<file path="config.mk">
export PLATFORM = sky130hd
export DESIGN_NAME = udma_eth_rx_frame_meter
export DESIGN_NICKNAME = d
export VERILOG_FILES = /design/src/rtl/udma_eth_rx_frame_meter.sv
export SDC_FILE = /design/constraint.sdc
export NUM_CORES = 1
export LEC_CHECK = 0
export BUFFER_PORTS_ARGS = -buffer_cell sky130_fd_sc_hd__clkbuf_2
export CORE_UTILIZATION = 35
export DETAILED_ROUTE_END_ITERATION = 12
export SLEW_MARGIN = 15
export SYNTH_ARGS = -nofsm -noshare
export SYNTH_HDL_FRONTEND = slang
export SYNTH_SLANG_ARGS = --single-unit
</file>
<file path="constraint.sdc">
create_clock -name eth_clk_i -period 5.2 [get_ports eth_clk_i]
set_input_delay 1.04 -clock eth_clk_i [delete_from_list [all_inputs] [get_ports eth_clk_i]]
set_output_delay 1.04 -clock eth_clk_i [all_outputs]
set_load 0.02 [all_outputs]
</file>
<file path="src/rtl/udma_eth_rx_frame_meter.sv">
// Passive AXI-stream frame meter: per-frame length/status descriptor plus saturating stats.
// Latency: descriptor, events and counters update the cycle after the tlast beat.
// Backpressure: one-deep descriptor register; a descriptor that cannot load is counted as overflow.
module udma_eth_rx_frame_meter #(
    parameter int DATA_BYTES = 1,
    parameter int LEN_WIDTH  = 11,
    parameter int MIN_LEN    = 64,
    parameter int MAX_LEN    = 1518,
    parameter int CNT_WIDTH  = 16
) (
    input  logic                  eth_clk_i,
    input  logic                  eth_rstn_i,
    input  logic                  s_axis_tvalid_i,
    input  logic                  s_axis_tready_i,
    input  logic                  s_axis_tlast_i,
    input  logic [DATA_BYTES-1:0] s_axis_tkeep_i,
    input  logic                  s_axis_tuser_i,
    input  logic                  cfg_drop_err_i,
    input  logic                  stat_clr_i,
    output logic                  desc_valid_o,
    input  logic                  desc_ready_i,
    output logic [LEN_WIDTH-1:0]  desc_len_o,
    output logic [2:0]            desc_status_o,
    output logic [CNT_WIDTH-1:0]  stat_frames_o,
    output logic [CNT_WIDTH-1:0]  stat_errors_o,
    output logic [CNT_WIDTH-1:0]  stat_overflow_o,
    output logic                  error_event_o,
    output logic                  overflow_event_o
);

    localparam logic [LEN_WIDTH-1:0] MIN_L   = LEN_WIDTH'(MIN_LEN);
    localparam logic [LEN_WIDTH-1:0] MAX_L   = LEN_WIDTH'(MAX_LEN);
    localparam logic [CNT_WIDTH-1:0] CNT_MAX = '1;

    typedef enum logic {
        ST_IDLE,
        ST_FRAME
    } state_t;

    state_t               state_q;
    logic [LEN_WIDTH-1:0] acc_q;
    logic                 bad_q;

    logic                 beat;
    logic                 done;
    logic [LEN_WIDTH:0]   beat_bytes;
    logic [LEN_WIDTH:0]   sum;
    logic [LEN_WIDTH-1:0] len_sat;
    logic                 bad_all;
    logic [2:0]           status;
    logic                 errored;
    logic                 gen;
    logic                 load;
    logic                 lost;

    // Byte count of the current beat: popcount of the byte enables.
    always_comb begin
        beat_bytes = '0;
        for (int i = 0; i < DATA_BYTES; i++) begin
            beat_bytes = beat_bytes + {{LEN_WIDTH{1'b0}}, s_axis_tkeep_i[i]};
        end
    end

    assign beat    = s_axis_tvalid_i & s_axis_tready_i;
    assign done    = beat & s_axis_tlast_i;
    // Extra carry bit catches wrap; the length pins at all-ones instead.
    assign sum     = {1'b0, acc_q} + beat_bytes;
    assign len_sat = sum[LEN_WIDTH] ? '1 : sum[LEN_WIDTH-1:0];
    assign bad_all = bad_q | s_axis_tuser_i;
    assign status  = {len_sat > MAX_L, len_sat < MIN_L, bad_all};
    assign errored = |status;
    assign gen     = done & ~(cfg_drop_err_i & errored);
    assign load    = gen & (~desc_valid_o | desc_ready_i);
    assign lost    = gen & desc_valid_o & ~desc_ready_i;

    // Frame tracking FSM: accumulates length and bad flag until the last beat.
    always_ff @(posedge eth_clk_i or negedge eth_rstn_i) begin
        if (!eth_rstn_i) begin
            state_q <= ST_IDLE;
            acc_q   <= '0;
            bad_q   <= 1'b0;
        end else begin
            case (state_q)
                ST_IDLE: begin
                    // A single-beat frame completes here and leaves acc at zero.
                    if (beat && !s_axis_tlast_i) begin
                        state_q <= ST_FRAME;
                        acc_q   <= len_sat;
                        bad_q   <= bad_all;
                    end
                end
                ST_FRAME: begin
                    if (beat) begin
                        if (s_axis_tlast_i) begin
                            state_q <= ST_IDLE;
                            acc_q   <= '0;
                            bad_q   <= 1'b0;
                        end else begin
                            acc_q   <= len_sat;
                            bad_q   <= bad_all;
                        end
                    end
                end
                default: begin
                    state_q <= ST_IDLE;
                    acc_q   <= '0;
                    bad_q   <= 1'b0;
                end
            endcase
        end
    end

    // One-deep descriptor register; a new descriptor can replace one being consumed.
    always_ff @(posedge eth_clk_i or negedge eth_rstn_i) begin
        if (!eth_rstn_i) begin
            desc_valid_o  <= 1'b0;
            desc_len_o    <= '0;
            desc_status_o <= '0;
        end else if (load) begin
            desc_valid_o  <= 1'b1;
            desc_len_o    <= len_sat;
            desc_status_o <= status;
        end else if (desc_valid_o && desc_ready_i) begin
            desc_valid_o  <= 1'b0;
        end
    end

    // Single-cycle event pulses, independent of statistics clear.
    always_ff @(posedge eth_clk_i or negedge eth_rstn_i) begin
        if (!eth_rstn_i) begin
            error_event_o    <= 1'b0;
            overflow_event_o <= 1'b0;
        end else begin
            error_event_o    <= done & errored;
            overflow_event_o <= lost;
        end
    end

    // Saturating statistics; clear takes priority over any increment.
    always_ff @(posedge eth_clk_i or negedge eth_rstn_i) begin
        if (!eth_rstn_i) begin
            stat_frames_o   <= '0;
            stat_errors_o   <= '0;
            stat_overflow_o <= '0;
        end else if (stat_clr_i) begin
            stat_frames_o   <= '0;
            stat_errors_o   <= '0;
            stat_overflow_o <= '0;
        end else begin
            if (done && stat_frames_o != CNT_MAX) begin
                stat_frames_o <= stat_frames_o + 1'b1;
            end
            if (done && errored && stat_errors_o != CNT_MAX) begin
                stat_errors_o <= stat_errors_o + 1'b1;
            end
            if (lost && stat_overflow_o != CNT_MAX) begin
                stat_overflow_o <= stat_overflow_o + 1'b1;
            end
        end
    end

endmodule
</file>
==> results.sh, run 1 <==
export IMPL_synth_most_common_cell="dfrtp_1"
export IMPL_rsz0062_at_grt="no"
export IMPL_cts_buffer_depth=2
export IMPL_cts_buffers=9
export IMPL_synth_top_family_by_area="simple AND/OR/NAND/NOR gates"
export IMPL_min_path_type="reg -> reg"
export IMPL_root_buffer="clkbuf_16"
export IMPL_synth_mux_area_fraction=0.0256
export IMPL_cts_num_sinks=78
export IMPL_synth_top_area_cell="dfrtp_1"
export IMPL_drive_above_1_share=0.237
export IMPL_avgSynthCellArea_um2=9.78
export IMPL_slew_headroom=0.323
export IMPL_skew_ns=0.00681
export IMPL_fill_cells=1114
export IMPL_drv_cap=0
export IMPL_final_setup_tns_ns=0
export IMPL_synth_xor_area_share=0.0931
export IMPL_clk_pin_slew_ns=0.06
export IMPL_synth_ff_type="dfrtp_1"
export IMPL_area_growth_pct=21.8
export IMPL_nNetsFinal=491
export IMPL_fp_coreArea_um2=10900
export IMPL_synthDistinctLibCells=53
export IMPL_rows=38
export IMPL_n_antenna_cell=0
export IMPL_final_cell_count_no_fill=621
export IMPL_cts_tree="yes"
export IMPL_crit_path_end_kind="flop"
export IMPL_syn_num_nets=419
export IMPL_yosysSeqAreaShare=0.494
export IMPL_synth_edf_count=0
export IMPL_cp_startpoint="s_axis_tkeep_i"
export IMPL_gp_congestion=0.886
export IMPL_min_delay_start="desc_len_o[3]$_DFFE_PN0P_"
export IMPL_vias_per_cell=5.14
export IMPL_tightest_slew_ns=1.01
export IMPL_cp_required_ns=5.41
export IMPL_slew_viol_final=0
export IMPL_synth_top_area_frac=0.494
export IMPL_timing_final_crit_period_ns=3.98
export IMPL_p_per_area_nw_per_um2=318
export IMPL_overflow=0
export IMPL_max_vdd_ir_drop_v=0.000163
export IMPL_cts_resized=0
export IMPL_first_global_vias=3045
export IMPL_fp_dieH_um=108
export IMPL_grt_total_usage=0.165
export IMPL_ys_warnings_count=0
export IMPL_path_class="in -> reg"
export IMPL_wl_per_cell_um=14.4
export IMPL_via_count=3193
export IMPL_cellLeakagePower_nw=2.29
export IMPL_clk_latency_ns=0.33
export IMPL_grt_pass1_wl_um=15000
export IMPL_wl_um=8930
export IMPL_path_max_fanout=18
export IMPL_finalCritPeriodShare=0.765
export IMPL_cp_data_arrival_time_ns=4.19
export IMPL_dp_final_hpwl_um=6110
export IMPL_finalHoldViolCount=0
export IMPL_whs_ns=0.483
export IMPL_dieArea_um2=11700
export IMPL_grt_max_degree=79
export IMPL_r2r_start="acc_q[0]$_DFFE_PN0P_"
export IMPL_io_pins=75
export IMPL_syn_area_um2=3950
export IMPL_finalSetupViolations=0
export IMPL_dr_pass1_iters=4
export IMPL_netlist_top_cells_area="dfrtp_1, xor2_1, nor2_1"
export IMPL_synthArstFlopShare=1.00
export IMPL_synth_compound_area_frac=0.0966
export IMPL_port_buffers=74
export IMPL_fmaxAchievable_ghz=0.251
export IMPL_placed_cells=605
export IMPL_postCtsHoldBufs=0
export IMPL_antenna_found_initial=0
export IMPL_synth_adder_area_share=0.0158
export IMPL_drc=0
export IMPL_ant_nets=0
export IMPL_ys_seq_elements=78
export IMPL_initialDrtViolationCount=134
export IMPL_netlist_instances=404
export IMPL_start_util=0.361
export IMPL_synth_common_cells="dfrtp_1, nor2_1, nand2_1, xor2_1, nand3_1"
export IMPL_run_status="completed"
export IMPL_cts_htree_levels=3
export IMPL_synth_simple_area_share=0.253
export IMPL_die_x_um=108
export IMPL_cts_setup_buffers=0
export IMPL_cp_start_kind="input pin"
through the flow:
stage	utilization	setup WS [ns]	power (mW)	cell area, um^2
final	0.440	1.22	1.53	4810
after global routing	0.440	1.05	1.60	4810
after CTS	0.440	1.25	1.56	4810
after detailed placement	0.406	0.931	0.773	4440
after global placement	0.406	1.06	0.771	4440
after floorplan	-	1.62	0.724	3950
layer usage:
metal / track usage / vias up / routed length (um)
met1: 0.221 / 1545 / 4250
met3: 0.0452 / 12 / 507
met4: 0.0656 / 0 / 150
met2: 0.253 / 69 / 4020
met5: 0 / - / 0
li1: - / 1567 / -
state kept, by name (all words and copies together) (netlist names), named ones only:
| register | cells |
|---|---|
| stat_errors_o | 16 |
| desc_valid_o | 1 |
| acc_q | 11 |
| overflow_event_o | 1 |
| desc_status_o | 3 |
| desc_len_o | 11 |
| stat_overflow_o | 16 |
| stat_frames_o | 16 |
| error_event_o | 1 |
| bad_q | 1 |
logic make-up (layout without fill, tap and decap cells):
kind of cell               count (synthesis)  count (layout)
xor gates and xnor gates                  42              42
DFF                                       78              78
AOI/OAI and AO/OA                         55              55
adders and majority gates                  5               5
and+or+nand+nor                          197             197
muxes                                      9               9
buffers and inverters                     18              95
report_power, final:
group,switching [mW],internal [mW],leakage (nW),total (mW)
combinational,0.0802,0.0349,1.04,0.115
clock,0.241,0.530,0.179,0.771
sequential,0.0156,0.629,1.07,0.644
cells in the final DEF, fill, tap and decap left out, types with 3 or more instances in the layout:
master	instances
dfrtp_1	78
clkbuf_2	73
nor2_1	65
nand2_1	42
xor2_1	38
nand3_1	19
nand4_1	17
and3_1	16
o21ai_0	15
a21oi_1	11
clkbuf_16	9
and2_1	7
and4_1	6
o21ai_1	5
a31oi_1	5
ha_1	5
xnor2_1	4
mux2i_1	4
or3_1	4
bufinv_16	4
inv_1	3
nand3_2	3
nand2b_1	3
mux2_1	3
a21oi_2	3
buf_4	3
path summary, 6_finish.rpt:
path                                                  end  slack, ns  cells past startpoint
min in group asynchronous       desc_len_o[2]$_DFFE_PN0P_       0.86                      1
max reg2reg                  desc_status_o[0]$_DFFE_PN0P_       1.67                     11
min                             desc_len_o[3]$_DFFE_PN0P_       0.48                      2
min reg2reg                     desc_len_o[3]$_DFFE_PN0P_       0.48                      2
max                          desc_status_o[0]$_DFFE_PN0P_       1.22                     12
max in group asynchronous  stat_overflow_o[3]$_DFFE_PN0P_       3.68                      1
area by class of cell:
type / count / area [um^2] / share of cell area
clock buffers: 10 / 239 / 0.0497
repair buffers: 76 / 388 / 0.0806
well taps: 140 / 175 / 0.0364
multi-input cells: 308 / 1910 / 0.398
flip-flops and latches: 78 / 1950 / 0.406
clock inverters: 6 / 133 / 0.0276
inverters: 3 / 11.3 / 0.00234
critical path, cell delays in order:
cell,delay [ns]
clkbuf_2,0.08
ha_1,0.20
ha_1,0.27
and4_4,0.30
nand4_2,0.13
mux2i_2,0.33
nor2_1,0.11
a31o_2,0.29
o31ai_4,0.23
buf_4,0.25
and3_1,0.56
mux2_1,0.38
Note: power is estimated with default switching activity, not from simulation.
==> run 2, diff against run 1 <==
==> constraint.sdc (replaced) <==
create_clock -name eth_clk_i -period 3.6 [get_ports eth_clk_i]
set_input_delay 0.72 -clock eth_clk_i [delete_from_list [all_inputs] [get_ports eth_clk_i]]
set_output_delay 0.72 -clock eth_clk_i [all_outputs]
set_load 0.02 [all_outputs]
==> results.sh, run 2 (synthesis gave the netlist of run 1 again) <==
export IMPL_rsz0062_at_grt="no"
export IMPL_grt_use_met3=0.0319
export IMPL_use_met2=0.259
export IMPL_cts_resized=0
export IMPL_path_max_fanout=12
export IMPL_timing_final_crit_period_ns=3.12
export IMPL_utilization=0.442
export IMPL_drv_cap=0
export IMPL_final_cell_count_no_fill=626
export IMPL_finalHoldViolCount=0
export IMPL_grt_total_usage=0.165
export IMPL_area_growth_pct=22.4
export IMPL_slew_headroom=0.324
export IMPL_setup_slack_ns=0.478
export IMPL_root_buffer="clkbuf_16"
export IMPL_vias_per_cell=5.13
export IMPL_final_area_um2=4830
export IMPL_mostFrequentLayoutCell="dfrtp_1"
export IMPL_p_per_area_nw_per_um2=441
export IMPL_cp_data_arrival_time_ns=3.36
export IMPL_dieArea_um2=11700
export IMPL_fp_coreArea_um2=10900
export IMPL_slew_viol_final=0
export IMPL_r2r_start="acc_q[0]$_DFFE_PN0P_"
export IMPL_reg2reg_to="desc_len_o[6]$_DFFE_PN0P_"
export IMPL_finalSetupViolations=0
export IMPL_start_util=0.361
export IMPL_hold_end="desc_len_o[3]$_DFFE_PN0P_"
export IMPL_cts_num_sinks=78
export IMPL_placed_area_um2=4500
export IMPL_min_delay_start="desc_len_o[3]$_DFFE_PN0P_"
export IMPL_dr_pass1_iters=4
export IMPL_layout_common_cells="dfrtp_1, clkbuf_2, nor2_1"
export IMPL_die_x_um=108
export IMPL_skew_ns=0.00830
export IMPL_path_class="in -> reg"
export IMPL_postCtsHoldBufs=0
export IMPL_reg_top3="stat_errors_o: 16 flops, stat_frames_o: 16 flops, stat_overflow_o: 16 flops"
export IMPL_use_met1=0.227
export IMPL_n_antenna_cell=0
export IMPL_ant_nets=0
export IMPL_antenna_found_initial=0
export IMPL_port_buffers=74
export IMPL_cts_buffer_depth=2
export IMPL_dp_slack_ns=0.158
export IMPL_grt_pass1_wl_um=15100
export IMPL_fp_dieH_um=108
export IMPL_cts_buffers=9
export IMPL_wl_um=9010
export IMPL_drive_above_1_share=0.243
export IMPL_clk_latency_ns=0.33
export IMPL_io_pins=75
export IMPL_final_setup_tns_ns=0
export IMPL_cts_tree="yes"
export IMPL_drc=0
export IMPL_reg2reg_slack_ns=0.57
export IMPL_crit_path_end_kind="flop"
export IMPL_min_path_type="reg -> reg"
export IMPL_p_total_mw=2.13
export IMPL_first_global_vias=3028
export IMPL_finalCritPeriodShare=0.867
export IMPL_placed_cells=611
export IMPL_whs_ns=0.478
export IMPL_max_vdd_ir_drop_v=0.000269
export IMPL_cts_htree_levels=3
export IMPL_overflow=0
export IMPL_cp_start_kind="input pin"
export IMPL_grt_max_degree=79
export IMPL_wl_per_cell_um=14.4
export IMPL_clk_pin_slew_ns=0.05
export IMPL_cts_setup_buffers=0
export IMPL_busiest_layer="met2"
export IMPL_via_count=3211
export IMPL_cp_required_ns=3.84
export IMPL_cellLeakagePower_nw=2.31
export IMPL_tightest_slew_ns=1.01
export IMPL_nNetsFinal=497
export IMPL_run_status="completed"
export IMPL_rows=38
export IMPL_gp_congestion=0.806
export IMPL_fmaxAchievable_ghz=0.320
export IMPL_hold_path_depth=2
export IMPL_dp_final_hpwl_um=6230
export IMPL_initialDrtViolationCount=92
export IMPL_r2r_cells=12
[run 2: cell count changes in the layout (fill, tap and decap cells not counted)]
| cell | delta |
|---|---|
| buf_4 | +5 |
| buf_12 | +1 |
| clkbuf_1 | +1 |
| bufinv_16 | -1 |
| clkinvlp_4 | -1 |
[run 2: cell type report]
cell class	count	area, um^2
Sequential cell	78	1950
Multi-Input combinational cell	308	1910
Fill cell	1088	6100
Timing Repair Buffer	82	445
Tap cell	140	175
Inverter	3	11.3
Clock buffer	11	243
Clock inverter	4	95.1
[run 2: worst max-delay path by stage]
stage | start | end | slack, ns | cells past startpoint
2_1_floorplan | s_axis_tkeep_i | desc_status_o[0]$_DFFE_PN0P_ | 0.34 | 11
3_3_place_gp | s_axis_tkeep_i | stat_overflow_o[11]$_DFFE_PN0P_ | 0.23 | 13
3_5_place_dp | s_axis_tkeep_i | stat_overflow_o[11]$_DFFE_PN0P_ | 0.16 | 13
4_1_cts | s_axis_tkeep_i | desc_len_o[6]$_DFFE_PN0P_ | 0.49 | 13
5_1_grt | s_axis_tkeep_i | desc_len_o[6]$_DFFE_PN0P_ | 0.26 | 13
6_report | s_axis_tkeep_i | desc_len_o[6]$_DFFE_PN0P_ | 0.48 | 13
[run 2: critical path, cell delays in order]
cell and delay (ns):
clkbuf_2 0.08, ha_1 0.17, ha_1 0.26, and4_4 0.30
nand4_2 0.12, mux2i_2 0.29, nor2_1 0.10, a31o_2 0.28
o31ai_4 0.29, and3_1 0.30, buf_4 0.23, nor2_1 0.06
a31oi_1 0.15
[run 2: where the power goes]
| part | total [mW] | switching [mW] | leakage, nW | internal [mW] |
|---|---|---|---|---|
| sequential | 0.933 | 0.0246 | 1.07 | 0.908 |
| clock | 1.03 | 0.338 | 0.166 | 0.691 |
| combinational | 0.171 | 0.118 | 1.08 | 0.0532 |
| total | 2.13 | 0.481 | 2.31 | 1.65 |
[run 2: metal layers]
metal  vias up  share of wire
li1       1574              -
met1      1561           0.49
met2        68           0.46
met3         8          0.048
met4         0          0.011
met5         -              0
